<file path="src/rtl/riscv_pkg.sv">
// Shared definitions for the multicycle RISC-V core: ALU codes, opcodes,
// controller states and datapath mux encodings.
package riscv_pkg;

  localparam logic [3:0] ALU_ADD = 4'b0000;
  localparam logic [3:0] ALU_SUB = 4'b0001;
  localparam logic [3:0] ALU_LUI = 4'b1000;
  localparam logic [3:0] ALU_ORI = 4'b1001;

  localparam logic [6:0] OP_R_TYPE = 7'b0110011;
  localparam logic [6:0] OP_IMM    = 7'b0010011;
  localparam logic [6:0] OP_LUI    = 7'b0110111;
  localparam logic [6:0] OP_LOAD   = 7'b0000011;
  localparam logic [6:0] OP_STORE  = 7'b0100011;
  localparam logic [6:0] OP_BRANCH = 7'b1100011;

  localparam logic [2:0] F3_ADD  = 3'b000;
  localparam logic [2:0] F3_OR   = 3'b110;
  localparam logic [2:0] F3_WORD = 3'b010;
  localparam logic [2:0] F3_BEQ  = 3'b000;
  localparam logic [6:0] F7_BASE = 7'b0000000;

  typedef enum logic [3:0] {
    ST_IDLE     = 4'd0,
    ST_FETCH    = 4'd1,
    ST_DECODE   = 4'd2,
    ST_EXEC_R   = 4'd3,
    ST_EXEC_I   = 4'd4,
    ST_EXEC_LUI = 4'd5,
    ST_MEM_ADDR = 4'd6,
    ST_MEM_RD   = 4'd7,
    ST_MEM_WR   = 4'd8,
    ST_WB_ALU   = 4'd9,
    ST_WB_MEM   = 4'd10,
    ST_BRANCH   = 4'd11,
    ST_ILLEGAL  = 4'd12
  } state_e;

  localparam logic [1:0] SRC_A_PC     = 2'b00;
  localparam logic [1:0] SRC_A_OLD_PC = 2'b01;
  localparam logic [1:0] SRC_A_RS1    = 2'b10;

  localparam logic [1:0] SRC_B_RS2  = 2'b00;
  localparam logic [1:0] SRC_B_IMM  = 2'b01;
  localparam logic [1:0] SRC_B_FOUR = 2'b10;

  localparam logic [1:0] RES_ALU_OUT    = 2'b00;
  localparam logic [1:0] RES_MEM_DATA   = 2'b01;
  localparam logic [1:0] RES_ALU_RESULT = 2'b10;

  // States that hold a memory request open until mem_ready is seen.
  function automatic logic is_mem_wait_state(input state_e st);
    return (st == ST_FETCH) || (st == ST_MEM_RD) || (st == ST_MEM_WR);
  endfunction

endpackage

</file>
<file path="src/rtl/riscv_instr_decode.sv">
// Combinational instruction classifier: picks the state that follows DECODE
// and the ALU operation used by EXEC_I.
module riscv_instr_decode
  import riscv_pkg::*;
(
  input  logic [6:0] opcode,
  input  logic [2:0] funct3,
  input  logic [6:0] funct7,
  output state_e     next_state,
  output logic [3:0] exec_i_alu_op
);

  // Opcode/funct lookup; anything not recognised lands in ST_ILLEGAL.
  always_comb begin
    next_state    = ST_ILLEGAL;
    exec_i_alu_op = ALU_ADD;
    case (opcode)
      OP_R_TYPE: begin
        if ((funct3 == F3_ADD) && (funct7 == F7_BASE)) next_state = ST_EXEC_R;
        else                                            next_state = ST_ILLEGAL;
      end
      OP_IMM: begin
        if (funct3 == F3_ADD) begin
          next_state    = ST_EXEC_I;
          exec_i_alu_op = ALU_ADD;
        end else if (funct3 == F3_OR) begin
          next_state    = ST_EXEC_I;
          exec_i_alu_op = ALU_ORI;
        end else begin
          next_state    = ST_ILLEGAL;
          exec_i_alu_op = ALU_ADD;
        end
      end
      OP_LUI:    next_state = ST_EXEC_LUI;
      OP_LOAD, OP_STORE: begin
        if (funct3 == F3_WORD) next_state = ST_MEM_ADDR;
        else                   next_state = ST_ILLEGAL;
      end
      OP_BRANCH: begin
        if (funct3 == F3_BEQ) next_state = ST_BRANCH;
        else                  next_state = ST_ILLEGAL;
      end
      default:   next_state = ST_ILLEGAL;
    endcase
  end

endmodule

</file>
<file path="src/rtl/riscv_multicycle_ctrl.sv">
// Moore control FSM for the multicycle RISC-V core with memory-wait timeout.
// Optional performance counters are enabled by defining RISCV_CTRL_PERF_CNT_EN.
module riscv_multicycle_ctrl
  import riscv_pkg::*;
#(
  parameter int unsigned MEM_WAIT_MAX = 15
)(
  input  logic       clk,
  input  logic       reset,
  input  logic [6:0] opcode_i,
  input  logic [2:0] funct3_i,
  input  logic [6:0] funct7_i,
  input  logic       zero_i,
  input  logic       mem_ready_i,
  output logic       mem_read_o,
  output logic       mem_write_o,
  output logic       i_or_d_o,
  output logic       ir_write_o,
  output logic       pc_write_o,
  output logic       old_pc_write_o,
  output logic       reg_write_o,
  output logic [1:0] alu_src_a_o,
  output logic [1:0] alu_src_b_o,
  output logic [1:0] result_src_o,
  output logic [3:0] alu_operation_o,
  output logic       illegal_o,
  output logic       mem_timeout_o,
  output logic [3:0] state_o
`ifdef RISCV_CTRL_PERF_CNT_EN
  ,
  output logic [31:0] retired_o,
  output logic [31:0] cycles_o
`endif
);

  localparam int unsigned CNT_W = (MEM_WAIT_MAX < 32'd2) ? 32'd1 : $clog2(MEM_WAIT_MAX + 32'd1);
  // Timeout fires on the wait cycle that would bring the count up to MEM_WAIT_MAX.
  localparam logic [CNT_W-1:0] CNT_LAST = CNT_W'(MEM_WAIT_MAX - 32'd1);

  state_e           state_r;
  state_e           next_state_s;
  state_e           dec_next_state_s;
  logic [3:0]       dec_alu_op_s;
  logic [CNT_W-1:0] wait_cnt_r;
  logic             waiting_s;
  logic             timeout_hit_s;
  logic             illegal_r;
  logic             mem_timeout_r;

  riscv_instr_decode u_decode (
    .opcode        (opcode_i),
    .funct3        (funct3_i),
    .funct7        (funct7_i),
    .next_state    (dec_next_state_s),
    .exec_i_alu_op (dec_alu_op_s)
  );

  assign waiting_s     = is_mem_wait_state(state_r) && !mem_ready_i;
  assign timeout_hit_s = waiting_s && (wait_cnt_r == CNT_LAST);

  // Next-state selection.
  always_comb begin
    next_state_s = state_r;
    case (state_r)
      ST_IDLE:     next_state_s = ST_FETCH;
      ST_FETCH: begin
        if (mem_ready_i)        next_state_s = ST_DECODE;
        else if (timeout_hit_s) next_state_s = ST_ILLEGAL;
        else                    next_state_s = ST_FETCH;
      end
      ST_DECODE:   next_state_s = dec_next_state_s;
      ST_EXEC_R,
      ST_EXEC_I,
      ST_EXEC_LUI: next_state_s = ST_WB_ALU;
      ST_MEM_ADDR: begin
        if (opcode_i == OP_STORE) next_state_s = ST_MEM_WR;
        else                      next_state_s = ST_MEM_RD;
      end
      ST_MEM_RD: begin
        if (mem_ready_i)        next_state_s = ST_WB_MEM;
        else if (timeout_hit_s) next_state_s = ST_ILLEGAL;
        else                    next_state_s = ST_MEM_RD;
      end
      ST_MEM_WR: begin
        if (mem_ready_i)        next_state_s = ST_FETCH;
        else if (timeout_hit_s) next_state_s = ST_ILLEGAL;
        else                    next_state_s = ST_MEM_WR;
      end
      ST_WB_ALU,
      ST_WB_MEM,
      ST_BRANCH:   next_state_s = ST_FETCH;
      ST_ILLEGAL:  next_state_s = ST_ILLEGAL;
      default:     next_state_s = ST_ILLEGAL;
    endcase
  end

  // State register, memory-wait counter and sticky error flags.
  always_ff @(posedge clk or posedge reset) begin
    if (reset) begin
      state_r       <= ST_IDLE;
      wait_cnt_r    <= '0;
      illegal_r     <= 1'b0;
      mem_timeout_r <= 1'b0;
    end else begin
      state_r       <= next_state_s;
      illegal_r     <= illegal_r | (next_state_s == ST_ILLEGAL);
      mem_timeout_r <= mem_timeout_r | timeout_hit_s;
      if (next_state_s != state_r) wait_cnt_r <= '0;
      else if (waiting_s)          wait_cnt_r <= wait_cnt_r + CNT_W'(1);
      else                         wait_cnt_r <= wait_cnt_r;
    end
  end

  // Datapath control decode from the current state.
  always_comb begin
    mem_read_o      = 1'b0;
    mem_write_o     = 1'b0;
    i_or_d_o        = 1'b0;
    ir_write_o      = 1'b0;
    pc_write_o      = 1'b0;
    old_pc_write_o  = 1'b0;
    reg_write_o     = 1'b0;
    alu_src_a_o     = SRC_A_PC;
    alu_src_b_o     = SRC_B_RS2;
    result_src_o    = RES_ALU_OUT;
    alu_operation_o = ALU_ADD;
    case (state_r)
      ST_FETCH: begin
        mem_read_o     = 1'b1;
        alu_src_b_o    = SRC_B_FOUR;
        ir_write_o     = mem_ready_i;
        pc_write_o     = mem_ready_i;
        old_pc_write_o = mem_ready_i;
      end
      ST_DECODE: begin
        alu_src_a_o = SRC_A_OLD_PC;
        alu_src_b_o = SRC_B_IMM;
      end
      ST_EXEC_R: begin
        alu_src_a_o = SRC_A_RS1;
        alu_src_b_o = SRC_B_RS2;
      end
      ST_EXEC_I: begin
        alu_src_a_o     = SRC_A_RS1;
        alu_src_b_o     = SRC_B_IMM;
        alu_operation_o = dec_alu_op_s;
      end
      ST_EXEC_LUI: begin
        alu_src_b_o     = SRC_B_IMM;
        alu_operation_o = ALU_LUI;
      end
      ST_MEM_ADDR: begin
        alu_src_a_o = SRC_A_RS1;
        alu_src_b_o = SRC_B_IMM;
      end
      ST_MEM_RD: begin
        mem_read_o = 1'b1;
        i_or_d_o   = 1'b1;
      end
      ST_MEM_WR: begin
        mem_write_o = 1'b1;
        i_or_d_o    = 1'b1;
      end
      ST_WB_ALU: begin
        reg_write_o  = 1'b1;
        result_src_o = RES_ALU_OUT;
      end
      ST_WB_MEM: begin
        reg_write_o  = 1'b1;
        result_src_o = RES_MEM_DATA;
      end
      ST_BRANCH: begin
        alu_src_a_o     = SRC_A_RS1;
        alu_src_b_o     = SRC_B_RS2;
        alu_operation_o = ALU_SUB;
        result_src_o    = RES_ALU_OUT;
        pc_write_o      = zero_i;
      end
      default: begin
        mem_read_o = 1'b0;
      end
    endcase
  end

  assign illegal_o     = illegal_r;
  assign mem_timeout_o = mem_timeout_r;
  assign state_o       = 4'(state_r);

`ifdef RISCV_CTRL_PERF_CNT_EN
  logic [31:0] retired_r;
  logic [31:0] cycles_r;
  logic        retire_s;

  assign retire_s = (next_state_s == ST_FETCH) &&
                    ((state_r == ST_WB_ALU) || (state_r == ST_WB_MEM) ||
                     (state_r == ST_MEM_WR) || (state_r == ST_BRANCH));

  // Retired-instruction and active-cycle counters, free-running modulo 2^32.
  always_ff @(posedge clk or posedge reset) begin
    if (reset) begin
      retired_r <= 32'd0;
      cycles_r  <= 32'd0;
    end else begin
      if (retire_s) retired_r <= retired_r + 32'd1;
      else          retired_r <= retired_r;
      if ((state_r != ST_IDLE) && (state_r != ST_ILLEGAL)) cycles_r <= cycles_r + 32'd1;
      else                                                 cycles_r <= cycles_r;
    end
  end

  assign retired_o = retired_r;
  assign cycles_o  = cycles_r;
`endif

endmodule

</file>
<file path="config.mk">
export PLATFORM = sky130hd
export DESIGN_NAME = riscv_multicycle_ctrl
export DESIGN_NICKNAME = d
export VERILOG_FILES = /design/src/rtl/riscv_pkg.sv /design/src/rtl/riscv_instr_decode.sv /design/src/rtl/riscv_multicycle_ctrl.sv
export SDC_FILE = /design/constraint.sdc
export NUM_CORES = 1
export LEC_CHECK = 0
export BUFFER_PORTS_ARGS = -buffer_cell sky130_fd_sc_hd__buf_2
export CORE_ASPECT_RATIO = 0.7
export CORE_MARGIN = 5
export CORE_UTILIZATION = 50
export DETAILED_ROUTE_END_ITERATION = 12
export PLACE_DENSITY = 0.8
export SYNTH_ARGS = -nofsm -noshare
export SYNTH_HDL_FRONTEND = slang
export SYNTH_SLANG_ARGS = --single-unit
</file>
<file path="constraint.sdc">
create_clock -name clk -period 2.9 [get_ports clk]
set_input_delay 0.58 -clock clk [delete_from_list [all_inputs] [get_ports clk]]
set_output_delay 0.58 -clock clk [all_outputs]
set_load 0.03 [all_outputs]
</file>
==> results.yml, run 1 <==
sta:
  setup_viol: 0
  finalHoldViolations: 0
  rsz0062_at_grt: "false"
  hold_slack_ns: 0.272
  setup_tns_ns: 0
  min_period_over_period_pct: 88.4
  slew_headroom_pct: 55.2
  finalMaxSlewViolations: 0
  period_needed_ns: 2.56
  worstMarginPinSlew_ns: 0.672
  finClkSkew_ns: 0.00240
  worst_slack_ns: 0.337
  timing.fmax_mhz: 390
power_and_ir_drop:
  power.leakage_nw: 0.636
  fin_total_pwr_mw: 1.14
  irDropWorstVdd_mv: 0.470
  cellPowerDensity_nw_per_um2: 794
yosys:
  ys_seq_area_share_pct: 19.8
  synthFlopType: "dfrtp_1"
  syn_area_per_cell_um2: 7.90
  postSynth.asyncResetShare_pct: 100
  syn_inst: 160
  synth_seq_cells: 10
  syn-cell-area_um2: 1260
  ys_types: 56
  synth_enable_flop_cells: 0
  ys_warn_count: 0
drt:
  viasPerCell: 6.14
  wl_um: 3320
  first_pass_iters: 5
  wl_per_cell_um: 14.7
  drt_first_iter_violations: 107
  ant_nets: 0
  drc: 0
  vias: 1388
placement:
  gp_congestion: 0.917
  place_area_um2: 1400
  io_buffers: 40
  hpwlAfterDp_um: 2590
  post-place-ws_ns: 0.324
  dp_cells: 222
setup_path:
  critPathMaxFanout: 21
  crit_buf_inv: 1
  crit_path_max_incr_delay_ns: 0.76
  crit_type: "reg -> out"
  cp.required_ns: 2.32
  worstSetupEndpointType: "output pin"
  cp_slowest_cell: "dfrtp_1"
  reg2reg_from: "state_o[3]"
  cp.arrival_ns: 1.98
  cp.depth: 4
  cp_cell_sequence: "nand2b_1, or3_1, o22ai_1, buf_2"
  r2r-end: "wait_cnt_r[1]"
  r2r_slack_ns: 0.50
  path_delay_family: "flip-flops"
  r2r_cells: 6
  crit_path_start_kind: "register"
clock_tree:
  cts_resized: 0
  cts.reportedPaths.clkPinSlew_ns: 0.06
  tritoncts: "yes"
  postCtsHoldBufs: 0
  cts_max_level: 1
  cts_buffer_depth: 2
  clk_latency_ns: 0.26
  cts_root_buf: "clkbuf_4"
  cts_sinks: 10
  cts_buffers: 3
  post_cts_buffers: 0
die:
  fp-row-count: 15
  coreArea_um2: 2440
  die_h_um: 52.1
  top_level_ports: 44
  die-area_um2: 3650
  die_w_um: 70.1
  start_util_pct: 51.8
global_routing:
  grt_first_pass_wirelength_um: 5480
  grt_pass1_vias: 1219
  grt_overflow: 0
  antenna_found_initial: 0
  grt_max_degree: 23
  track_usage_pct: 18.2
final_layout:
  layout_common_cells: "buf_2 (40), nand2_1 (12), nor3_1 (11)"
  final_core_util_pct: 58.8
  mostFrequentLayoutCell: "buf_2"
  fin_cells: 226
  antennaDiodeCount: 0
  stdcell_area_um2: 1440
  areaGrowthSynthToFinish_pct: 13.6
  num-nets-final: 216
  layout-drive-gt1-share_pct: 30.7
worst_hold_path:
  min_path_type: "in -> async"
status:
  outcome: "finished, final reports clean"
run:
  drv_cap: 0
-- state kept, by name (all words and copies together) (netlist names) --
| register | count |
|---|---|
| state_o | 4 |
| wait_cnt_r | 4 |
| illegal_o | 1 |
| mem_timeout_o | 1 |
-- power by group --
part | internal, mW | switching, mW | leakage (nW)
clock network | 0.0762 | 0.0452 | 0.0210
registers | 0.169 | 0.102 | 0.130
logic | 0.248 | 0.498 | 0.485
-- cell families (layout without fill, tap and decap cells) --
| kind of cell | after synthesis | in the layout | share of synthesized area [%] |
|---|---|---|---|
| AO/OA/AOI/OAI | 47 | 47 | 26.6 |
| XOR/XNOR | 5 | 5 | 3.47 |
| adder cells (fa/ha/maj) | 2 | 2 | 1.98 |
| buffers and inverters | 21 | 51 | 11.5 |
| flip-flops | 10 | 10 | 19.8 |
| other | 1 | 3 | 0.297 |
| AND/OR/NAND/NOR | 74 | 74 | 36.3 |
-- layout make-up --
class                   instances  area (um2)
repair buffers                 41         208
multi-input cells             131         876
flip-flops and latches         10         250
fillers                       216        1000
well taps                      34        42.5
inverters                       6        22.5
clock buffers                   4        36.3
-- synth_stat cells, drive strengths merged (2+ instances only) --
cell type | n | area share (%)
buf | 13 | 9.1
nand2 | 12 | 3.6
nor3 | 11 | 4.4
o21ai | 11 | 4.4
dfrtp | 10 | 20
nand2b | 10 | 5.1
a21oi | 9 | 3.6
nor2 | 9 | 2.9
inv | 6 | 1.8
or3 | 5 | 2.9
a211oi | 4 | 2.8
nand3 | 4 | 1.6
nand3b | 4 | 2.4
xor2 | 4 | 2.8
and2 | 3 | 1.6
nand4b | 3 | 2.1
o211ai | 3 | 2.6
o21a | 3 | 1.8
o22ai | 3 | 2.0
a21o | 2 | 1.3
a221oi | 2 | 1.4
a41o | 2 | 1.6
and4b | 2 | 1.6
clkbuf | 2 | 0.59
ha | 2 | 2.0
nor3b | 2 | 1.2
nor4 | 2 | 1.5
nor4b | 2 | 2.4
o31ai | 2 | 1.2
-- how the worst max path moves through the flow --
stage | to | from | slack (ns)
after floorplan | old_pc_write_o | state_o[3] | 0.07
after global placement | wait_cnt_r[1] | funct3_i[2] | 0.39
after detailed placement | wait_cnt_r[1] | funct3_i[2] | 0.32
after CTS | alu_operation_o[0] | state_o[2] | 0.37
after global routing | alu_operation_o[0] | state_o[2] | 0.20
final | alu_operation_o[0] | state_o[2] | 0.34
-- metal layers --
layer	vias to the layer above	track usage (%)	part of all wire (%)
li1	656	-	-
met1	658	24.9	45
met2	68	29.3	45
met3	6	2.70	9.2
met4	0	6.69	0.87
met5	-	0	0
Power figures use the tool's default switching activity.
==> inputs of run 2 (changes only) <==
--- a/config.mk
+++ b/config.mk
@@ -8,9 +8,10 @@
 export BUFFER_PORTS_ARGS = -buffer_cell sky130_fd_sc_hd__buf_2
 export CORE_ASPECT_RATIO = 0.7
 export CORE_MARGIN = 5
-export CORE_UTILIZATION = 50
+export CORE_UTILIZATION = 53
 export DETAILED_ROUTE_END_ITERATION = 12
-export PLACE_DENSITY = 0.8
+export PLACE_DENSITY = 0.85
 export SYNTH_ARGS = -nofsm -noshare
 export SYNTH_HDL_FRONTEND = slang
+export SYNTH_HIERARCHICAL = 1
 export SYNTH_SLANG_ARGS = --single-unit
==> results.yml, run 2 <==
sta:
  rsz0062_at_grt: "false"
  finClkSkew_ns: 0.00392
  finalHoldViolations: 0
  min_period_over_period_pct: 94.6
  worstMarginPinSlew_ns: 0.597
  setup_tns_ns: 0
  finalMaxSlewViolations: 0
  period_needed_ns: 2.74
  slew_headroom_pct: 60.2
  timing.fmax_mhz: 364
  setup_viol: 0
clock_tree:
  tritoncts: "yes"
  cts_root_buf: "clkbuf_4"
  cts_resized: 0
  clk_latency_ns: 0.26
  cts_sinks: 10
  postCtsHoldBufs: 0
  cts.reportedPaths.clkPinSlew_ns: 0.07
  cts_max_level: 1
  cts_buffers: 3
  post_cts_buffers: 0
  cts_buffer_depth: 2
yosys:
  synth_enable_flop_cells: 0
  ys_warn_count: 6
  ys_types: 54
  synth.top_cell.area_share_pct: 21.5
  syn_area_per_cell_um2: 7.77
  synth_area_leader_cell: "dfrtp_1"
  postSynth.asyncResetShare_pct: 100
  ys_seq_area_share_pct: 21.5
  syn_inst: 150
  synth_commonest_cells: "dfrtp_1 (10), nand2_1 (10), nor2_1 (10)"
  syn-cell-area_um2: 1160
  synth_seq_cells: 10
  ys_top_cells_by_area: "dfrtp_1 (21%), xor2_1 (3.8%), buf_4 (3.2%)"
  synthFlopType: "dfrtp_1"
drt:
  wl_um: 3220
  drc: 0
  viasPerCell: 5.75
  drt_first_iter_violations: 96
  first_pass_iters: 4
  ant_nets: 0
  vias: 1253
  wl_per_cell_um: 14.8
power_and_ir_drop:
  fin_total_pwr_mw: 1.40
  irDropWorstVdd_mv: 0.593
  power.leakage_nw: 0.671
  cellPowerDensity_nw_per_um2: 1000
global_routing:
  antenna_found_initial: 0
  grt_overflow: 0
  grt_first_pass_wirelength_um: 5140
  grt_max_degree: 20
  grt_pass1_vias: 1182
  track_usage_pct: 19.4
run:
  drv_cap: 0
setup_path:
  critPathMaxFanout: 19
  crit_type: "reg -> out"
  cp.arrival_ns: 2.16
  crit_path_start_kind: "register"
  cp.required_ns: 2.32
  worstSetupEndpointType: "output pin"
die:
  top_level_ports: 44
  die-area_um2: 3250
  die_h_um: 49.2
  coreArea_um2: 2120
  start_util_pct: 55.0
  fp-row-count: 14
  die_w_um: 66.0
final_layout:
  antennaDiodeCount: 0
  areaGrowthSynthToFinish_pct: 20.5
  layout_common_cells: "buf_2 (40), nand2_1 (10), nor2_1 (10), dfrtp_1 (10), inv_1 (9)"
  stdcell_area_um2: 1400
  mostFrequentLayoutCell: "buf_2"
  ff_latch_area_um2: 250
  fillers: 168
  multiInputGateArea_um2: 806
  num-nets-final: 210
  layout-drive-gt1-share_pct: 31.2
placement:
  io_buffers: 40
  hpwlAfterDp_um: 2560
  place_area_um2: 1370
  gp_congestion: 0.871
status:
  outcome: "finished, final reports clean"
worst_hold_path:
  min_path_type: "in -> async"
-- run 2: final timing paths --
kind                                       to  cells past startpoint           from  slack [ns]
worst max-delay path               ir_write_o                      4     state_o[0]        0.16
min in group clk                mem_timeout_o                      1  mem_timeout_o        0.46
max in group asynchronous          state_o[3]                      2          reset        2.35
worst min register to register  mem_timeout_o                      1  mem_timeout_o        0.46
worst min-delay path            mem_timeout_o                      2          reset        0.27
worst max register to register  wait_cnt_r[1]                      6     state_o[0]        0.46
-- run 2: worst max-delay path: stages (launching register included) --
cell and delay, ns:
dfrtp_1 0.72, nor2b_1 0.36, nor3b_2 0.40, and2_1 0.21
buf_2 0.20
-- run 2: where the power goes --
group          leakage [nW]  switching, mW  internal [mW]
Combinational         0.519          0.626          0.367
Sequential            0.130          0.112          0.173
Clock                0.0210         0.0492         0.0762
Total                 0.671          0.788          0.617
-- run 2: cells by family after synthesis --
family / Yosys count / synth area share [%]
buffers and inverters: 23 / 10.1
and+or+nand+nor: 72 / 35.9
adders and majority gates: 2 / 2.15
muxes: 1 / 0.859
DFF: 10 / 21.5
other: 2 / 0.645
AOI/OAI and AO/OA: 33 / 23.6
xor gates and xnor gates: 7 / 5.26
-- run 2: area by class of cell --
cell class,instances,area share [%]
Timing Repair Buffer,45,16.9
Clock buffer,4,2.58
Inverter,9,2.41
Sequential cell,10,17.8
Tap cell,32,2.85
Multi-Input combinational cell,118,57.4
-- run 2: layer usage --
metal / global-route usage, % / wire length [um] / vias to the layer above
met5: 0 / 0 / -
met4: 3.04 / 0 / 0
met3: 4.38 / 242 / 0
met2: 32.3 / 1490 / 58
met1: 25.9 / 1490 / 581
li1: - / - / 614
-- run 2: per-stage QoR --
step | setup WS, ns | hold WS (ns) | cells | util [%]
after floorplan | 0.197 | 0.420 | 151 | -
after global placement | 0.122 | 0.450 | 214 | 64.5
after detailed placement | 0.0577 | 0.455 | 214 | 64.5
after CTS | 0.172 | 0.277 | 218 | 66.2
after global routing | 0.0408 | 0.307 | 218 | 66.2
final | 0.156 | 0.275 | 218 | 66.2
